### src/rtl/transition_scheduler.sv
// ============================================================================
// transition_scheduler
// ----------------------------------------------------------------------------
// Decides when playback moves from the active segment to the other one.
// A request names a target segment, a trigger mode and a loop count. A
// request for the segment already playing only reloads the loop count. A
// request for the other segment either swaps at once (IMMEDIATE) or parks
// in WAIT until its trigger fires:
//   SYNC_IDX : the active segment wraps (UPDATE with IDX == CYCLE)
//   SYS_TIME : an UPDATE arrives with SYS_TIME >= the requested time
//   GPIO     : a rising edge on the selected GPIO_IN pin
// While IDLE, the wraps of the active segment are counted. STOP is raised
// once the requested number of loops has been played.
//
// Ports
//   CLK          in   system clock, rising edge
//   RESET        in   synchronous active-high reset
//   SYS_TIME     in   64-bit synchronized system time
//   UPDATE       in   playback index advance strobe
//   IDX          in   current playback index   [IDX_WIDTH]
//   CYCLE        in   last valid index         [IDX_WIDTH]
//   GPIO_IN      in   4 synchronized trigger inputs
//   REQ_VALID    in   request valid
//   REQ_READY    out  request accepted when high (IDLE)
//   REQ_SEGMENT  in   target segment
//   REQ_MODE     in   0 IMMEDIATE, 1 SYNC_IDX, 2 SYS_TIME, 3 GPIO, 4-7 invalid
//   REQ_VALUE    in   target time (SYS_TIME) or pin select [1:0] (GPIO)
//   REQ_REP      in   loops minus one, 16'hFFFF = infinite
//   SEGMENT      out  active segment
//   SWAP         out  one-cycle pulse when SEGMENT changes
//   STOP         out  finite loop count exhausted
//   PENDING      out  a request waits for its trigger (WAIT)
//   ERR          out  one-cycle pulse on an accepted invalid-mode request
// ============================================================================
module transition_scheduler #(
    parameter int IDX_WIDTH = 15
) (
    input  logic                 CLK,
    input  logic                 RESET,
    input  logic [63:0]          SYS_TIME,
    input  logic                 UPDATE,
    input  logic [IDX_WIDTH-1:0] IDX,
    input  logic [IDX_WIDTH-1:0] CYCLE,
    input  logic [3:0]           GPIO_IN,
    input  logic                 REQ_VALID,
    output logic                 REQ_READY,
    input  logic                 REQ_SEGMENT,
    input  logic [2:0]           REQ_MODE,
    input  logic [63:0]          REQ_VALUE,
    input  logic [15:0]          REQ_REP,
    output logic                 SEGMENT,
    output logic                 SWAP,
    output logic                 STOP,
    output logic                 PENDING,
    output logic                 ERR
);

    typedef enum logic {
        ST_IDLE = 1'b0,
        ST_WAIT = 1'b1
    } state_t;

    typedef enum logic [1:0] {
        MODE_IMMEDIATE = 2'd0,
        MODE_SYNC_IDX  = 2'd1,
        MODE_SYS_TIME  = 2'd2,
        MODE_GPIO      = 2'd3
    } mode_t;

    localparam logic [15:0] REP_INFINITE = 16'hFFFF;

    // Control state (reset)
    state_t      state_q,     state_d;
    logic        segment_q,   segment_d;
    logic        swap_q,      swap_d;
    logic        stop_q,      stop_d;
    logic        err_q,       err_d;
    logic [15:0] loop_cnt_q,  loop_cnt_d;
    logic [15:0] rep_q,       rep_d;
    logic [3:0]  gpio_prev_q, gpio_prev_d;

    // Parked request payload (not reset)
    mode_t       pend_mode_q,  pend_mode_d;
    logic [63:0] pend_value_q, pend_value_d;
    logic [15:0] pend_rep_q,   pend_rep_d;

    logic       wrap;
    logic       accept;
    logic       mode_valid;
    logic [3:0] gpio_rise;
    logic       trigger;

    assign wrap       = UPDATE && (IDX == CYCLE);
    assign accept     = REQ_VALID && (state_q == ST_IDLE);
    assign mode_valid = (REQ_MODE[2] == 1'b0);
    assign gpio_rise  = GPIO_IN & ~gpio_prev_q;

    // Trigger of the parked request, only meaningful while in WAIT.
    always_comb begin
        trigger = 1'b0;
        unique case (pend_mode_q)
            MODE_SYNC_IDX: trigger = wrap;
            MODE_SYS_TIME: trigger = UPDATE && (SYS_TIME >= pend_value_q);
            MODE_GPIO:     trigger = gpio_rise[pend_value_q[1:0]];
            default:       trigger = 1'b0;
        endcase
    end

    // NOTE: every signal gets a default before the case so no path leaves
    // it unassigned; otherwise synthesis infers a latch to hold the value.
    always_comb begin
        state_d      = state_q;
        segment_d    = segment_q;
        swap_d       = 1'b0;
        stop_d       = stop_q;
        err_d        = 1'b0;
        loop_cnt_d   = loop_cnt_q;
        rep_d        = rep_q;
        gpio_prev_d  = GPIO_IN;
        pend_mode_d  = pend_mode_q;
        pend_value_d = pend_value_q;
        pend_rep_d   = pend_rep_q;

        unique case (state_q)
            ST_IDLE: begin
                if (accept) begin
                    // A wrap coinciding with acceptance is not counted.
                    if (!mode_valid) begin
                        err_d = 1'b1;
                    end else if (REQ_SEGMENT == segment_q) begin
                        loop_cnt_d = '0;
                        rep_d      = REQ_REP;
                        stop_d     = 1'b0;
                    end else if (mode_t'(REQ_MODE[1:0]) == MODE_IMMEDIATE) begin
                        segment_d  = ~segment_q;
                        swap_d     = 1'b1;
                        loop_cnt_d = '0;
                        rep_d      = REQ_REP;
                        stop_d     = 1'b0;
                    end else begin
                        state_d      = ST_WAIT;
                        pend_mode_d  = mode_t'(REQ_MODE[1:0]);
                        pend_value_d = REQ_VALUE;
                        pend_rep_d   = REQ_REP;
                    end
                end else if (wrap && !stop_q && (rep_q != REP_INFINITE)) begin
                    // Counter holds at REP once the last loop has played.
                    if (loop_cnt_q == rep_q) begin
                        stop_d = 1'b1;
                    end else begin
                        loop_cnt_d = loop_cnt_q + 16'd1;
                    end
                end
            end

            ST_WAIT: begin
                // Old segment keeps playing: counter and STOP hold here.
                if (trigger) begin
                    state_d    = ST_IDLE;
                    segment_d  = ~segment_q;
                    swap_d     = 1'b1;
                    loop_cnt_d = '0;
                    rep_d      = pend_rep_q;
                    stop_d     = 1'b0;
                end
            end

            default: state_d = ST_IDLE;
        endcase
    end

    // NOTE: sequential state uses non-blocking assignments so every flop
    // samples the pre-edge value of its neighbours, matching the hardware.
    always_ff @(posedge CLK) begin
        if (RESET) begin
            state_q     <= ST_IDLE;
            segment_q   <= 1'b0;
            swap_q      <= 1'b0;
            stop_q      <= 1'b0;
            err_q       <= 1'b0;
            loop_cnt_q  <= '0;
            rep_q       <= REP_INFINITE;
            gpio_prev_q <= '0;
        end else begin
            state_q     <= state_d;
            segment_q   <= segment_d;
            swap_q      <= swap_d;
            stop_q      <= stop_d;
            err_q       <= err_d;
            loop_cnt_q  <= loop_cnt_d;
            rep_q       <= rep_d;
            gpio_prev_q <= gpio_prev_d;
        end
    end

    // NOTE: the parked payload needs no reset; it is only read in WAIT and
    // is always written on the edge that enters WAIT.
    always_ff @(posedge CLK) begin
        pend_mode_q  <= pend_mode_d;
        pend_value_q <= pend_value_d;
        pend_rep_q   <= pend_rep_d;
    end

    assign REQ_READY = (state_q == ST_IDLE);
    assign PENDING   = (state_q == ST_WAIT);
    assign SEGMENT   = segment_q;
    assign SWAP      = swap_q;
    assign STOP      = stop_q;
    assign ERR       = err_q;

endmodule

### config.mk
export PLATFORM = sky130hd
export DESIGN_NAME = transition_scheduler
export DESIGN_NICKNAME = d
export VERILOG_FILES = /design/src/rtl/transition_scheduler.sv
export SDC_FILE = /design/constraint.sdc
export NUM_CORES = 1
export LEC_CHECK = 0
export BUFFER_PORTS_ARGS = -buffer_cell sky130_fd_sc_hd__buf_4
export CORE_MARGIN = 4
export CORE_UTILIZATION = 47
export DETAILED_ROUTE_END_ITERATION = 16
export GPL_ROUTABILITY_DRIVEN = 0
export PLACE_DENSITY = 0.83
export SLEW_MARGIN = 20
export SYNTH_ARGS = -nofsm -noshare
export SYNTH_HDL_FRONTEND = slang
export SYNTH_SLANG_ARGS = --single-unit
### constraint.sdc
create_clock -name CLK -period 5.55 [get_ports CLK]
set_input_delay 0.8325 -clock CLK [delete_from_list [all_inputs] [get_ports CLK]]
set_output_delay 0.8325 -clock CLK [all_outputs]
set_load 0.03 [all_outputs]
==> flow_metrics.py <==
metrics = {
    "drt": {
        "dr.pass1.iters": 5,
        "wirelength_um": 16100,
        "drt_iter0_markers": 414,
        "drc": 0,
        "vias": 5322,
        "ant_nets": 0,
        "wl_per_cell_um": 16.2,
        "vias_per_cell": 5.36,
    },
    "floorplan": {
        "coreArea_sq_um": 13500,
        "rows": 42,
        "dieArea_sq_um": 15900,
        "die_h_um": 126,
        "start_util_pct": 48.8,
        "ios": 192,
        "die_w_um": 126,
    },
    "sta": {
        "worstMarginPinSlew_ns": 0.810,
        "tns_ns": 0,
        "maxSlewHeadroom_pct": 46.0,
        "setup_viol": 0,
        "fin_crit_sh_pct": 62.4,
        "min_period_ns": 3.46,
        "fin_skew_ns": 0.00841,
        "maxSlewViolCount": 0,
        "max_freq_mhz": 289,
        "hold_viol": 0,
        "grt_setup_unrepaired": "no",
        "whs_ns": 0.517,
    },
    "power_and_ir_drop": {
        "clock_power_share_pct": 43.3,
        "p_seq_share_pct": 43.9,
        "ir_drop_mv": 0.271,
        "p_int_w": 0.00182,
        "leakagePower_nw": 3.71,
        "swShare_pct": 22.6,
        "p_comb_share_pct": 12.7,
        "powerDensity_nw_per_um2": 270,
        "power.total_w": 0.00235,
        "switchingPower_w": 0.000532,
    },
    "clock_network": {
        "ctsResizeCount": 0,
        "worst_skew_pair.late_latency_ns": 0.42,
        "cts_tree": "done",
        "clk_pin_slew_ns": 0.06,
        "cts_made_buffers": 17,
        "cts-hold-fix-buffers": 0,
        "cts_setup_buffers": 0,
        "clock_sinks": 123,
        "clockRootBuffer": "clkbuf_16",
        "ctsHtreeMaxLevel": 4,
        "clk_path_buf_depth": 2,
    },
    "final_layout": {
        "insertedDiodeCount": 0,
        "drive_gt1_share_pct": 29.0,
        "stdcell_area_sq_um": 8710,
        "fin_nets": 1054,
        "area_growth_pct": 32.7,
        "final_cells": 992,
    },
    "setup_path": {
        "crit_arrival_ns": 3.75,
        "worstSetupEndpointType": "flop",
        "crit_type": "in -> reg",
        "critPathRequiredTime_ns": 5.84,
        "cp-start-kind": "input port",
        "crit_path_max_fanout": 33,
    },
    "yosys": {
        "synth.cell_area_sq_um": 6560,
        "postSynth.asyncResetShare_pct": 0,
        "synth_nets": 863,
        "synth.avg_cell_area_sq_um": 10.7,
        "yosysWarnings": 0,
        "synth_edf_count": 82,
        "ys_ff_latch": 123,
        "synthesis.instances": 612,
        "yosysUniqueCellTypes": 55,
        "ys_seq_area_share_pct": 50.0,
        "synth_ff_type": "edfxtp_1",
    },
    "worst_hold_path": {
        "hp-class": "reg -> reg",
    },
    "global_route": {
        "antenna_found_initial": 0,
        "grt_max_degree": 64,
        "grtUsageTotal_pct": 20.6,
        "gr-total-overflow": 0,
        "grt_first_pass_wirelength_um": 26100,
        "grt_pass1_vias": 5392,
    },
    "placement": {
        "numPortBuffers": 191,
        "dp.cells": 960,
        "dp_hpwl_um": 12300,
        "postPlaceCellArea_sq_um": 8160,
    },
    "run": {
        "maxCapViolCount": 0,
    },
    "outcome": {
        "status": "completed",
    },
}
[cell families (layout without fill, tap and decap cells)]
group           after synthesis  in the layout  share of synthesized area, %
buf+inv                      93            297                          5.47
xor+xnor                     34             34                          4.54
compound gates              120            120                          11.5
flops                       123            123                          50.0
fa+ha+maj                    65             65                          12.4
simple gates                177            177                          16.1
[stage by stage]
stage	utilization, %	worst slack, ns
3_5_place_dp	60.6	1.67
4_1_cts	64.7	2.12
2_1_floorplan	-	1.37
6_report	64.7	2.09
5_1_grt	64.7	1.83
3_3_place_gp	60.6	1.38
[final timing paths]
path / startpoint / cells past startpoint / slack (ns) / to
hold reg to reg: loop_cnt_q[7] / 2 / 0.52 / loop_cnt_q[7]
setup / recovery: SYS_TIME[61] / 10 / 2.09 / loop_cnt_q[2]
setup reg to reg: pend_value_q[61] / 10 / 2.24 / loop_cnt_q[2]
hold / removal: loop_cnt_q[7] / 2 / 0.52 / loop_cnt_q[7]
[placed cells by master, fill, tap and decap left out, types with 20 or more instances in the layout]
master,count
buf_4,193
edfxtp_1,82
inv_1,72
ha_1,65
a21oi_1,55
dfxtp_1,41
xnor2_1,34
nand2_1,27
nand3_1,23
nor2b_1,22
nor3_1,22
nand4_1,20
[power by group through the flow]
stage               Sequential (W)  Combinational [W]  Clock [W]
finish                     0.00103           0.000299    0.00102
global route               0.00104           0.000332    0.00109
CTS                        0.00103           0.000300    0.00104
detailed placement         0.00105           0.000296          0
global placement           0.00105           0.000286          0
floorplan                  0.00105           0.000149          0
[sequential cells by signal, summed over array words and instances (netlist names)]
| signal | count |
|---|---|
| loop_cnt_q | 16 |
| pend_mode_q | 2 |
| SEGMENT | 1 |
| SWAP | 1 |
| PENDING | 1 |
| pend_rep_q | 16 |
| gpio_prev_q | 4 |
| ERR | 1 |
| STOP | 1 |
| rep_q | 16 |
| pend_value_q | 64 |
[area by class of cell]
class | count | area [sq um]
multi-input combinational | 396 | 2940
clock buffer | 23 | 478
sequential | 123 | 3280
timing repair buffer | 193 | 1450
inverter | 72 | 270
tap | 176 | 220
fill | 1058 | 4750
clock inverter | 9 | 70.1
[worst max-delay path: stages]
cell and delay [ns]:
buf_4 0.11, ha_1 0.30, nand4_2 0.15, nor4_4 0.45
and4_1 0.32, nand2_1 0.07, a2bb2oi_1 0.25, a21oi_4 0.66
or2_1 0.51, nor2_1 0.09
[synthesized netlist by cell type, drive strengths merged (3+ instances only)]
cell / n / share of area [%]
nor3: 22 / 1.7
and4: 3 / 0.40
nand2b: 3 / 0.29
nor4: 9 / 1.6
and3: 3 / 0.29
edfxtp: 82 / 38
inv: 72 / 4.1
a21o: 3 / 0.34
o31ai: 9 / 1.0
a21oi: 57 / 4.5
buf: 4 / 0.38
dfxtp: 41 / 13
nor2: 18 / 1.0
nor4bb: 3 / 0.46
nand3: 23 / 1.8
nor2b: 22 / 2.1
xnor2: 34 / 4.5
a2111oi: 3 / 0.40
ha: 65 / 12
a221oi: 3 / 0.40
nand2: 27 / 1.5
nand4: 22 / 2.3
or4: 7 / 0.86
a211oi: 16 / 1.8
clkbuf: 17 / 0.97
o21a: 3 / 0.34
or3: 4 / 0.38
o21ai: 15 / 1.1
[per-layer routing]
metal	share of wire, %	vias up	global-route usage, %
met5	0	-	0
met4	1.9	0	6.62
met3	7.3	38	6.31
met2	48	222	33.5
met1	43	2426	26.2
li1	-	2636	-
Note: power is estimated with default switching activity, not from simulation.
